--- config.mk ---
export PLATFORM = sky130hd
export DESIGN_NAME = eth_mii_tx
export DESIGN_NICKNAME = d
export VERILOG_FILES = /design/src/rtl/eth_mii_tx.sv
export SDC_FILE = /design/constraint.sdc
export NUM_CORES = 1
export LEC_CHECK = 0
export ABC_AREA = 1
export CORE_MARGIN = 3
export CORE_UTILIZATION = 60
export DETAILED_ROUTE_END_ITERATION = 8
export HOLD_SLACK_MARGIN = 0.05
export PLACE_DENSITY = 0.88
export REMOVE_ABC_BUFFERS = 1
export SYNTH_ARGS = -nofsm -noshare
export SYNTH_HDL_FRONTEND = slang
export SYNTH_SLANG_ARGS = --single-unit
--- constraint.sdc ---
create_clock -name clk -period 4.2 [get_ports clk]
set_input_delay 1.05 -clock clk [delete_from_list [all_inputs] [get_ports clk]]
set_output_delay 1.05 -clock clk [all_outputs]
set_load 0.05 [all_outputs]
--- src/rtl/eth_mii_tx.sv ---
// MII transmit engine: fetches a frame from a synchronous byte buffer and
// sends preamble, SFD, data, optional zero padding and CRC-32 FCS one nibble
// per clock, followed by a 24-cycle inter-frame gap.
//
// Handshake: start is a one-cycle request honoured only while the engine is
// idle (busy=0); the buffer is read with a one-cycle rd_en strobe and rd_data
// is taken exactly one cycle after each strobe, with no back-pressure.
module eth_mii_tx #(
  parameter int MAX_LEN = 1514,
  parameter int ADDR_W  = 11
) (
  input  logic              clk,
  input  logic              rst_n,
  input  logic              start,
  input  logic [15:0]       len,
  input  logic              pad_en,
  input  logic              abort,
  output logic              rd_en,
  output logic [ADDR_W-1:0] rd_addr,
  input  logic [7:0]        rd_data,
  output logic [3:0]        txd,
  output logic              tx_en,
  output logic              tx_er,
  output logic              busy,
  output logic              done,
  output logic              err,
  output logic [2:0]        dbg_state
);

  typedef enum logic [2:0] {
    S_IDLE, S_PRE, S_SFD, S_DATA, S_PAD, S_FCS, S_IFG, S_ABRT
  } state_t;

  localparam logic [15:0] MAX_LEN_W = 16'(MAX_LEN);
  localparam logic [15:0] MIN_FRAME = 16'd60;

  // state_q describes what is on the MII pins this cycle
  state_t      state_q, state_d;
  logic [4:0]  cnt_q, cnt_d;
  logic [15:0] byte_q, byte_d;
  logic        nib_q, nib_d;
  logic [15:0] len_q, len_d;
  logic        pad_q, pad_d;

  logic [7:0]  data_q;
  logic [31:0] crc_q;

  logic              len_ok, abortable, capture, pad_byte;
  logic [31:0]       fcs_w;
  logic [15:0]       next_byte;
  logic [3:0]        txd_d;
  logic              tx_en_d, tx_er_d, busy_d, done_d, err_d, rd_en_d;
  logic [ADDR_W-1:0] rd_addr_d;

  function automatic logic [31:0] crc_byte(input logic [31:0] c, input logic [7:0] d);
    logic [31:0] r;
    r = c ^ {24'd0, d};
    for (int i = 0; i < 8; i++) begin
      r = r[0] ? ((r >> 1) ^ 32'hEDB88320) : (r >> 1);
    end
    return r;
  endfunction

  assign len_ok    = (len != 16'd0) && (len <= MAX_LEN_W);
  assign abortable = (state_q == S_PRE) || (state_q == S_SFD) || (state_q == S_DATA) ||
                     (state_q == S_PAD) || (state_q == S_FCS);
  assign dbg_state = state_q;

  // State and counter register
  always_ff @(posedge clk or negedge rst_n) begin
    if (!rst_n) begin
      state_q <= S_IDLE;
      cnt_q   <= '0;
      byte_q  <= '0;
      nib_q   <= 1'b0;
      len_q   <= '0;
      pad_q   <= 1'b0;
    end else begin
      state_q <= state_d;
      cnt_q   <= cnt_d;
      byte_q  <= byte_d;
      nib_q   <= nib_d;
      len_q   <= len_d;
      pad_q   <= pad_d;
    end
  end

  // Next-state and counter sequencing
  always_comb begin
    state_d = state_q;
    cnt_d   = cnt_q;
    byte_d  = byte_q;
    nib_d   = nib_q;
    len_d   = len_q;
    pad_d   = pad_q;
    case (state_q)
      S_IDLE: if (start && len_ok) begin
        state_d = S_PRE;
        cnt_d   = '0;
        len_d   = len;
        pad_d   = pad_en;
      end
      S_PRE: if (cnt_q == 5'd14) state_d = S_SFD;
             else cnt_d = cnt_q + 5'd1;
      S_SFD: begin
        state_d = S_DATA;
        byte_d  = '0;
        nib_d   = 1'b0;
      end
      S_DATA: if (!nib_q) nib_d = 1'b1;
      else begin
        nib_d  = 1'b0;
        byte_d = byte_q + 16'd1;
        if (byte_q == len_q - 16'd1) begin
          if (pad_q && (len_q < MIN_FRAME)) state_d = S_PAD;
          else begin
            state_d = S_FCS;
            cnt_d   = '0;
          end
        end
      end
      S_PAD: if (!nib_q) nib_d = 1'b1;
      else begin
        nib_d  = 1'b0;
        byte_d = byte_q + 16'd1;
        if (byte_q == MIN_FRAME - 16'd1) begin
          state_d = S_FCS;
          cnt_d   = '0;
        end
      end
      S_FCS: if (cnt_q == 5'd7) begin
        state_d = S_IFG;
        cnt_d   = '0;
      end else cnt_d = cnt_q + 5'd1;
      S_IFG: if (cnt_q == 5'd23) state_d = S_IDLE;
             else cnt_d = cnt_q + 5'd1;
      S_ABRT: begin
        state_d = S_IFG;
        cnt_d   = '0;
      end
      default: state_d = S_IDLE;
    endcase
    if (abortable && abort) state_d = S_ABRT;
  end

  // Next values of the registered pins, derived from the upcoming state
  always_comb begin
    capture   = (state_d == S_DATA) && !nib_d;
    pad_byte  = (state_d == S_PAD) && !nib_d;
    fcs_w     = ~crc_q;
    next_byte = byte_d + 16'd1;
    txd_d     = 4'h0;
    tx_en_d   = 1'b0;
    tx_er_d   = 1'b0;
    busy_d    = (state_d != S_IDLE);
    done_d    = (state_d == S_IFG) && (cnt_d == 5'd23);
    err_d     = (state_q == S_IDLE) && start && !len_ok;
    rd_en_d   = 1'b0;
    rd_addr_d = rd_addr;
    case (state_d)
      S_PRE:  begin txd_d = 4'h5; tx_en_d = 1'b1; end
      S_SFD:  begin txd_d = 4'hD; tx_en_d = 1'b1; end
      S_DATA: begin txd_d = nib_d ? data_q[7:4] : rd_data[3:0]; tx_en_d = 1'b1; end
      S_PAD:  begin txd_d = 4'h0; tx_en_d = 1'b1; end
      S_FCS:  begin txd_d = fcs_w[{cnt_d[2:0], 2'b00} +: 4]; tx_en_d = 1'b1; end
      S_ABRT: begin txd_d = 4'h0; tx_en_d = 1'b1; tx_er_d = 1'b1; end
      default: ;
    endcase
    // Fetch each byte two cycles ahead of its low nibble on the wire
    if ((state_d == S_PRE) && (cnt_d == 5'd14)) begin
      rd_en_d   = 1'b1;
      rd_addr_d = '0;
    end else if (capture && (byte_d < len_q - 16'd1)) begin
      rd_en_d   = 1'b1;
      rd_addr_d = next_byte[ADDR_W-1:0];
    end
  end

  // Byte holding register and running CRC
  always_ff @(posedge clk or negedge rst_n) begin
    if (!rst_n) begin
      data_q <= '0;
      crc_q  <= 32'hFFFFFFFF;
    end else if ((state_q == S_IDLE) && (state_d == S_PRE)) begin
      crc_q <= 32'hFFFFFFFF;
    end else if (capture) begin
      data_q <= rd_data;
      crc_q  <= crc_byte(crc_q, rd_data);
    end else if (pad_byte) begin
      data_q <= 8'h00;
      crc_q  <= crc_byte(crc_q, 8'h00);
    end
  end

  // Output registers
  always_ff @(posedge clk or negedge rst_n) begin
    if (!rst_n) begin
      txd     <= 4'h0;
      tx_en   <= 1'b0;
      tx_er   <= 1'b0;
      busy    <= 1'b0;
      done    <= 1'b0;
      err     <= 1'b0;
      rd_en   <= 1'b0;
      rd_addr <= '0;
    end else begin
      txd     <= txd_d;
      tx_en   <= tx_en_d;
      tx_er   <= tx_er_d;
      busy    <= busy_d;
      done    <= done_d;
      err     <= err_d;
      rd_en   <= rd_en_d;
      rd_addr <= rd_addr_d;
    end
  end

endmodule

# Yosys cells after proc, flatten, opt, wreduce, memory -nomap -nowiden
# Cells that the tools add are included.
dict set report classes {
  n_mul 0
  n_lt_le_gt_ge 3
  bitwise_logic 19
  n_addsub 4
  n_eq_ne 21
  div_mod_pow 0
  n_shift 1
  n_reduce_logical 28
  muxes 54
}
# cell count
set op_table {}
lappend op_table {{$mux 32} 19}
lappend op_table {{$not 13->14} 16}
lappend op_table {{$mux 5} 9}
lappend op_table {{$pmux 5 s7} 1}
lappend op_table {{$not 32->32} 1}
lappend op_table {{$pmux 16 s2} 1}
lappend op_table {{$shiftx 32x6->4} 1}
lappend op_table {{$xor 32x8->32} 1}
lappend op_table {{$mux 3} 9}
lappend op_table {{$eq 3x3->1 const B} 8}
lappend op_table {{$pmux 3 s8} 1}
lappend op_table {{$mux 11} 2}
lappend op_table {{$add 16x1->16 const B} 1}
lappend op_table {{$eq 16x16->1} 1}
lappend op_table {{$eq 16x6->1 const B} 1}
lappend op_table {{$le 16x11->1 const B} 1}
lappend op_table {{$lt 16x16->1} 1}
lappend op_table {{$lt 16x6->1 const B} 1}
lappend op_table {{$mux 16} 1}
lappend op_table {{$mux 8} 2}
lappend op_table {{$pmux 4 s4} 1}
lappend op_table {{$reduce_bool 16->1} 1}
lappend op_table {{$sub 16x1->16 const B} 1}
lappend op_table {{$eq 3x2->1 const B} 4}
lappend op_table {{other kinds (19)} 45}
dict set report word_totals {
  rom_bits 0
  latchBits 0
  n_memories 0
  in_bits 29
  register_bits 103
  word_cells 146
  mem_bits_rw 0
  out_inout_bits 24
}

# Logic depth before layout (Yosys ltp)
# Gate-level depths: netlist of the first run.
dict set report depth {
  ltp_word 19
  ltp_mapped 26
  depth_no_buf 25
}

# Least setup slack after synthesis of the first run
# Ideal clock, no wire load.
dict set report synth_path {
  kind {register -> register}
  from {register state_q[1], in the netlist dbg_state[1]}
  to {register rd_addr[9]}
  n_path_buf 1
  synth_period_minus_slack_ps 3768
  slack_ps 432
  setup_ps 63
  path_stages_with_launch 24
  required_ps 4137
  arrival_time_ps 3705
  cell_sequence {dfrtp_1 > nor2_1 > nand2_1 > nand2_1 > inv_1 > nor2_1 > nand3_1 > nor2_1 > nand3_1 > nor4_1 > nand4_1 > nor2_1 > o21a_1 > inv_1 > ha_1 > nand2_1 > a21oi_1 > a211o_1 > a21oi_1 > nand2_2 > buf_2 > o21ai_1 > nand2_1 > inv_1}
}
dict set report synth_via {
  word_cells_on_any_way 39
  cone_classes {add/sub: 1; order compare: 1; eq/ne: 10; mux: 15; reduce/logical: 12}
}
# element line
set synth_rtl {}
lappend synth_rtl {{start: declaration} 38} ;# state_t state_q, state_d;
lappend synth_rtl {{start signal: assignment} 79} ;# state_q <= state_d;
lappend synth_rtl {{$eq 3x2->1 / $eq 3x3->1 (equally long branches)} 96} ;# case (state_q)
lappend synth_rtl {{$reduce_or 2->1 (no source line)} -}
lappend synth_rtl {{$pmux 16 s2 (*)} 96}
lappend synth_rtl {{net byte_d[15]} 40} ;# logic [15:0] byte_q, byte_d;
lappend synth_rtl {{$lt 16x16->1 (*)} 173} ;# end else if (capture && (byte_d < len_q - 16'd1)) begin
lappend synth_rtl {{$logic_and 1x1->1 (*)} 173}
lappend synth_rtl {{$reduce_bool 2->1 (no source line) (*)} -}
lappend synth_rtl {{end signal: assignment} 214} ;# rd_addr <= rd_addr_d;
lappend synth_rtl {{end: declaration} 19} ;# output logic [ADDR_W-1:0] rd_addr,
# Mark *: on every way through the listed nets, which the timed path passes. The rest lies on a longest branch. The select of a mux whose other input is x is not followed.
# A chain may end at the register's enable or synchronous reset.

# Worst setup path after layout of the first run
dict set report layout_path {
  from {register state_q[2], in the netlist dbg_state[2]}
  to {register rd_addr[3]}
}
# Same word-level chain as after synthesis.

==> results.cfg, run 1 <==
[route]
avgRoutedWirePerCell_um = 15.8
routed_wl_mm = 22.9
ant_nets = 0
drt_iter0_drc = 938
via_per_inst = 5.51
drc_errors = 0
drt-pass1-iter-count = 5
via_count = 7994

[yosys]
netlist_area_um2 = 8280
synth_area_leaders = dfrtp_1 20%, nand2_1 17%, xor2_1 11%, dfstp_2 10%, inv_1 8.2%
ys_warn_count = 0
async_reset_ff_frac = 1.00
avgSynthCellArea_um2 = 6.80
syn_inst = 1218
synth-main-ff-cell = dfrtp_1
ys_ff_latch = 99
synth_edf_count = 0
yosysTopAreaCell = dfrtp_1
ys_seq_area_frac = 0.304
synth.distinct_cells = 46
yosys.area.top_type_share = 0.203

[timing]
period_needed_ns = 3.82
setup_viol = 0
drv_slew = 0
fin_crit_sh = 0.910
tightest_slew_ns = 1.11
clock.fmax_mhz = 262
finalSetupTns_ns = 0
hold_viol_final = 0
maxSlewHeadroom = 0.263
skew_ns = 0.0119

[layout]
drive_gt1_frac = 0.0847
final_area_um2 = 9340
layout_common_cells = 383 x nand2_1, 179 x inv_1, 131 x nand3_1, 100 x xor2_1, 69 x nor2_1
antenna_cells = 0
finalNetCount = 1319
syn_to_final_growth_pct = 12.8
final_common_cell = nand2_1
fin_cells = 1451

[clocking]
clock_latency_ns = 0.36
cts.sinks = 99
clock_path_buffers = 2
hold_buffers = 0
clk_transition_reported_paths_ns = 0.08
clockRootBuffer = clkbuf_16
tritoncts = done
htree_levels = 3
numCtsBuffers = 9

[critical_path]
r2r-start = dbg_state[2]
startpoint = dbg_state[2]
reg2reg_setup_slack_ns = 0.38
crit_arrival_ns = 4.13
reg2regPathDepth = 23
cp-start-kind = flip-flop
critPathCaptureType = flip-flop
r2r_end = rd_addr[3]
critical_path_class = reg -> reg
required_ns = 4.51
crit_fanout = 18
crit_end = rd_addr[3]

[outcome]
status = finished clean

[die]
fp.dieW_um = 123
start_util = 0.620
die-height_um = 123
dieArea_um2 = 15200
num_rows = 42
core_area_um2 = 13300
io_pins = 53

[power]
fin_total_pwr_uw = 8500
cellPowerDensity_nw_per_um2 = 910
power_leakage_uw = 0.00487
irDropWorstVdd_mv = 0.768

[global_route]
antenna_found_initial = 0
grt-ovfl-total = 0
grt_pass1_vias = 7448
grt_pass1_wl_mm = 37.0
grt_use_total = 0.311
grt_max_degree = 85

[placed_design]
dp.cells = 1435
gp_congestion = 0.940
dpl-instance-area_um2 = 8990
hpwl_mm = 17.2
portBuffers = 52

[min_path]
min_path_type = reg -> reg

[flow_run]
drv_cap = 0
-- final cells by class --
cell class,instances,area (um2)
multi-input cells,904,4940
fillers,1152,4010
flip-flops and latches,99,2520
inverters,187,704
repair buffers,69,646
clock buffers,10,239
well taps,176,220
clock inverters,6,70.1
-- metrics by stage --
step | util | worst slack [ns] | hold WS (ns)
5_1_grt | 0.699 | -0.0187 | 0.508
4_1_cts | 0.697 | 0.0351 | 0.492
6_report | 0.699 | 0.376 | 0.493
2_1_floorplan | - | 0.429 | 0.448
3_3_place_gp | 0.674 | 0.237 | 0.471
3_5_place_dp | 0.674 | 0.00776 | 0.475
-- state kept, by name, indices dropped and copies added, names as in the netlist, 3 cells and up --
register and count:
byte_q 16, txd 4, cnt_q 5, crc_q 32
rd_addr 11, len_q 16, dbg_state 3, data_q 4
-- Yosys cell counts (2+ instances only) --
cell and instances:
nor2_4 2, xnor2_1 50, nor3_1 10, nor2_2 7, nand2_4 2, nand4_1 12, dfstp_2 32, or2_2 2
nor2_8 2, inv_2 5, buf_6 3, nand3b_1 5, inv_1 180, a21oi_1 15, xnor2_2 3, nand3_1 131
xor2_1 100, clkbuf_1 12, buf_2 11, nor4_1 8, o21ai_1 6, dfrtp_1 67, nand2_1 383, o21ai_0 46
o211ai_1 3, buf_4 2, a31oi_1 3, o21bai_1 2, nand2_2 5, ha_1 20, o21ai_2 2, nor2_1 73
-- critical path: stages (launching register included) --
cell	delay, ns
dfrtp_1	0.46
inv_1	0.13
nand3_1	0.12
nand2_1	0.19
inv_1	0.09
nor2_2	0.16
nand3_1	0.13
nor2_2	0.17
nand3_1	0.18
nor4_4	0.22
nand2_1	0.12
nand2_1	0.11
inv_1	0.07
ha_1	0.31
a21oi_1	0.12
o21ai_0	0.10
nand3_1	0.09
a21oi_1	0.06
a211o_1	0.24
a21oi_2	0.18
nand2_4	0.16
o21ai_0	0.20
nand2_1	0.08
inv_1	0.05
-- repair_timing --
action / 4_1_cts / 5_1_grt
endpoints found under the hold margin: 0 / 0
resized for setup: 1 / 8
buffers inserted: 0 / 0
setup endpoints to repair: 7 / 12
cloned: 0 / 0
-- cell families (layout without fill, tap and decap cells) --
family	Yosys count	in the layout	share of synthesized area
AOI/OAI and AO/OA	84	84	0.0567
xor gates and xnor gates	154	154	0.168
adders and majority gates	20	20	0.0302
buffers and inverters	215	272	0.103
DFF	99	99	0.304
muxes	1	1	0.00121
and+or+nand+nor	645	645	0.337
-- routing by layer --
metal  wire [um]  part of all wire  vias to the layer above  global-route usage
met3        1970             0.086                       56              0.0604
met1        9530              0.42                     3670               0.419
met4         690             0.030                        0               0.107
li1            -                 -                     3880                   -
met2       10700              0.47                      388               0.502
met5           0                 0                        -                   0
-- worst min-delay path by stage --
| stage | start | endpoint | slack (ns) | cells past startpoint |
|---|---|---|---|---|
| floorplan | data_q[7] | data_q[7] | 0.45 | 2 |
| global placement | data_q[7] | data_q[7] | 0.47 | 2 |
| detailed placement | data_q[5] | data_q[5] | 0.48 | 2 |
| CTS | data_q[5] | data_q[5] | 0.49 | 2 |
| global route | crc_q[21] | crc_q[21] | 0.51 | 2 |
| finish | data_q[5] | data_q[5] | 0.49 | 2 |
-- power by group --
group,internal (uW),switching [uW]
logic,2220,3680
clock network,483,400
registers,1350,370
total,4050,4450
Note: power is estimated with default switching activity, not from simulation.
==> inputs of run 2 (changes only) <==
--- a/config.mk
+++ b/config.mk
@@ -12,6 +12,7 @@
 export HOLD_SLACK_MARGIN = 0.05
 export PLACE_DENSITY = 0.88
 export REMOVE_ABC_BUFFERS = 1
+export SKIP_LAST_GASP = 1
 export SYNTH_ARGS = -nofsm -noshare
 export SYNTH_HDL_FRONTEND = slang
 export SYNTH_SLANG_ARGS = --single-unit
==> constraint.sdc (replaced) <==
create_clock -name clk -period 3.7 [get_ports clk]
set_input_delay 0.925 -clock clk [delete_from_list [all_inputs] [get_ports clk]]
set_output_delay 0.925 -clock clk [all_outputs]
set_load 0.05 [all_outputs]
==> run 2 against run 1 <==
Clock-buffer cell count increased by 3. Setup slack worse by 0.32 ns. Power grew 16%. Sequential power grew 13%. Combinational power grew 18%. Utilization increased by 2.6 points. Flip-flop and latch count unchanged. First-iteration DRC count is 22% higher. Fmax increased by 5.0%. Via count rose by 2.3%. Critical path type unchanged. Largest power group unchanged.
==> results.cfg, run 2 (synthesized netlist as in run 1, its figures left out) <==
[clocking]
clk_transition_reported_paths_ns = 0.07
clockRootBuffer = clkbuf_16
clock_latency_ns = 0.35
htree_levels = 3
tritoncts = done
cts.sinks = 99
numCtsBuffers = 9
clock_path_buffers = 2
hold_buffers = 0

[flow_run]
drv_cap = 0

[timing]
tightest_slew_ns = 0.771
fin_crit_sh = 0.985
skew_ns = 0.00866
rsz0062_at_grt = yes
hold_viol_final = 0
setup_viol = 0
maxSlewHeadroom = 0.484
period_needed_ns = 3.64
drv_slew = 0
holdWs_ns = 0.497
clock.fmax_mhz = 275

[die]
fp.dieW_um = 123
num_rows = 42
die-height_um = 123
start_util = 0.620
io_pins = 53
core_area_um2 = 13300
dieArea_um2 = 15200

[critical_path]
critPathCaptureType = flip-flop
reg2reg_setup_slack_ns = 0.06
cp_slowest_cell = dfrtp_1
cp_num_cells = 24
cp-start-kind = flip-flop
worst-path-buf-inv = 3
reg2regPathDepth = 24
critPathTopFamily = simple AND/OR/NAND/NOR gates
crit_chain = nor2_4 > nand2_2 > nand2_4 > inv_4 > nor2_4 > nand3_2 > nor2_4 > nand3_4 > nor4_4 > nand4_1 > nor2_2 > nand2_1 > o21a_1 > inv_2 > ha_4 > nand2_4 > a21oi_2 > a211o_1 > a21oi_4 > nand2_4 > nand2_2 > o21ai_1 > nand2_1 > inv_1
crit_arrival_ns = 3.89
required_ns = 3.95
crit_fanout = 5
critical_path_class = reg -> reg
critical_path.max_stage_delay_ns = 0.44

[placed_design]
hpwl_mm = 17.4
dpl-instance-area_um2 = 9140
portBuffers = 52
dp.cells = 1451
gp_congestion = 0.955

[layout]
syn_to_final_growth_pct = 16.9
nFillCells = 1082
regMostFlops = crc_q
multi_input_area_um2 = 5090
fin_cells = 1474
regArea_um2 = 2520
antenna_cells = 0
finalNetCount = 1342
largest_reg_flops = 32
drive_gt1_frac = 0.118
layout_common_cells = 378 x nand2_1, 175 x inv_1, 128 x nand3_1, 100 x xor2_1
final_area_um2 = 9680
final_common_cell = nand2_1
largest_registers = crc_q x32, byte_q x16, len_q x16

[route]
drc_errors = 0
ant_nets = 0
via_count = 8178
via_per_inst = 5.55
drt_iter0_drc = 1149
drt-pass1-iter-count = 5
routed_wl_mm = 23.6
avgRoutedWirePerCell_um = 16.0

[power]
cellPowerDensity_nw_per_um2 = 1020
power_leakage_uw = 0.00499
irDropWorstVdd_mv = 0.828

[global_route]
antenna_found_initial = 0
grt_use_total = 0.312
grt-ovfl-total = 0
grt_pass1_vias = 7323
grt_pass1_wl_mm = 37.2
grt_max_degree = 52

[min_path]
whs_path_depth = 2
min_path_type = reg -> reg

[outcome]
status = finished clean
[run 2: changes by cell type in the layout (fill, tap and decap cells not counted), moves of 4 or more]
cell,delta
o21ai_1,+4
o21ai_0,-6
buf_4,+18
ha_1,-5
inv_1,-4
nand2_1,-5
nand2_2,+4
[run 2: layout make-up]
type | count | share of cell area
multi-input cells | 906 | 0.526
flip-flops and latches | 99 | 0.260
repair buffers | 90 | 0.0860
inverters | 187 | 0.0733
clock buffers | 13 | 0.0269
well taps | 176 | 0.0228
clock inverters | 3 | 0.00465
[run 2: timing repair]
item / 4_1_cts / 5_1_grt
pin swaps: 1 / 22
buffers inserted: 0 / 5
endpoints found under the hold margin: 0 / 0
cloned: 0 / 2
gates resized for setup: 4 / 46
endpoints found under the setup margin: 11 / 12
[run 2: final timing paths]
| check | startpoint | to |
|---|---|---|
| min in group asynchronous | rst_n | len_q[0] |
| worst max-delay path | dbg_state[0] | rd_addr[10] |
| max in group asynchronous | rst_n | crc_q[8] |
| worst min register to register | data_q[5] | data_q[5] |
| worst min-delay path | data_q[5] | data_q[5] |
| worst max register to register | dbg_state[0] | rd_addr[10] |
[run 2: power by group]
group | total, uW | switching, uW | internal (uW)
clock network | 1000 | 437 | 566
registers | 1950 | 417 | 1530
logic | 6940 | 4240 | 2700
[run 2: layer usage]
metal,share of wire,vias up,GRT usage
li1,-,3936,-
met1,0.43,3760,0.446
met2,0.45,424,0.481
met3,0.092,58,0.0508
met4,0.029,0,0.104
met5,0,-,0
[run 2: metrics by stage]
step	setup slack (ns)	total power, uW	setup TNS (ns)	util
6_report	0.0573	9890	0	0.725
5_1_grt	-0.131	10700	-1.12	0.725
4_1_cts	0.0304	9680	0	0.709
3_5_place_dp	-0.183	8620	-1.31	0.685
3_3_place_gp	-0.0410	8490	-0.208	0.685
2_1_floorplan	-0.0707	6870	-0.610	-
[run 2: worst min-delay path: cells and delay by family, from the launching register on]
kind | cells | cell delay, ns
AO/OA/AOI/OAI | 1 | 0.06
flip-flops | 1 | 0.36
AND/OR/NAND/NOR | 1 | 0.05
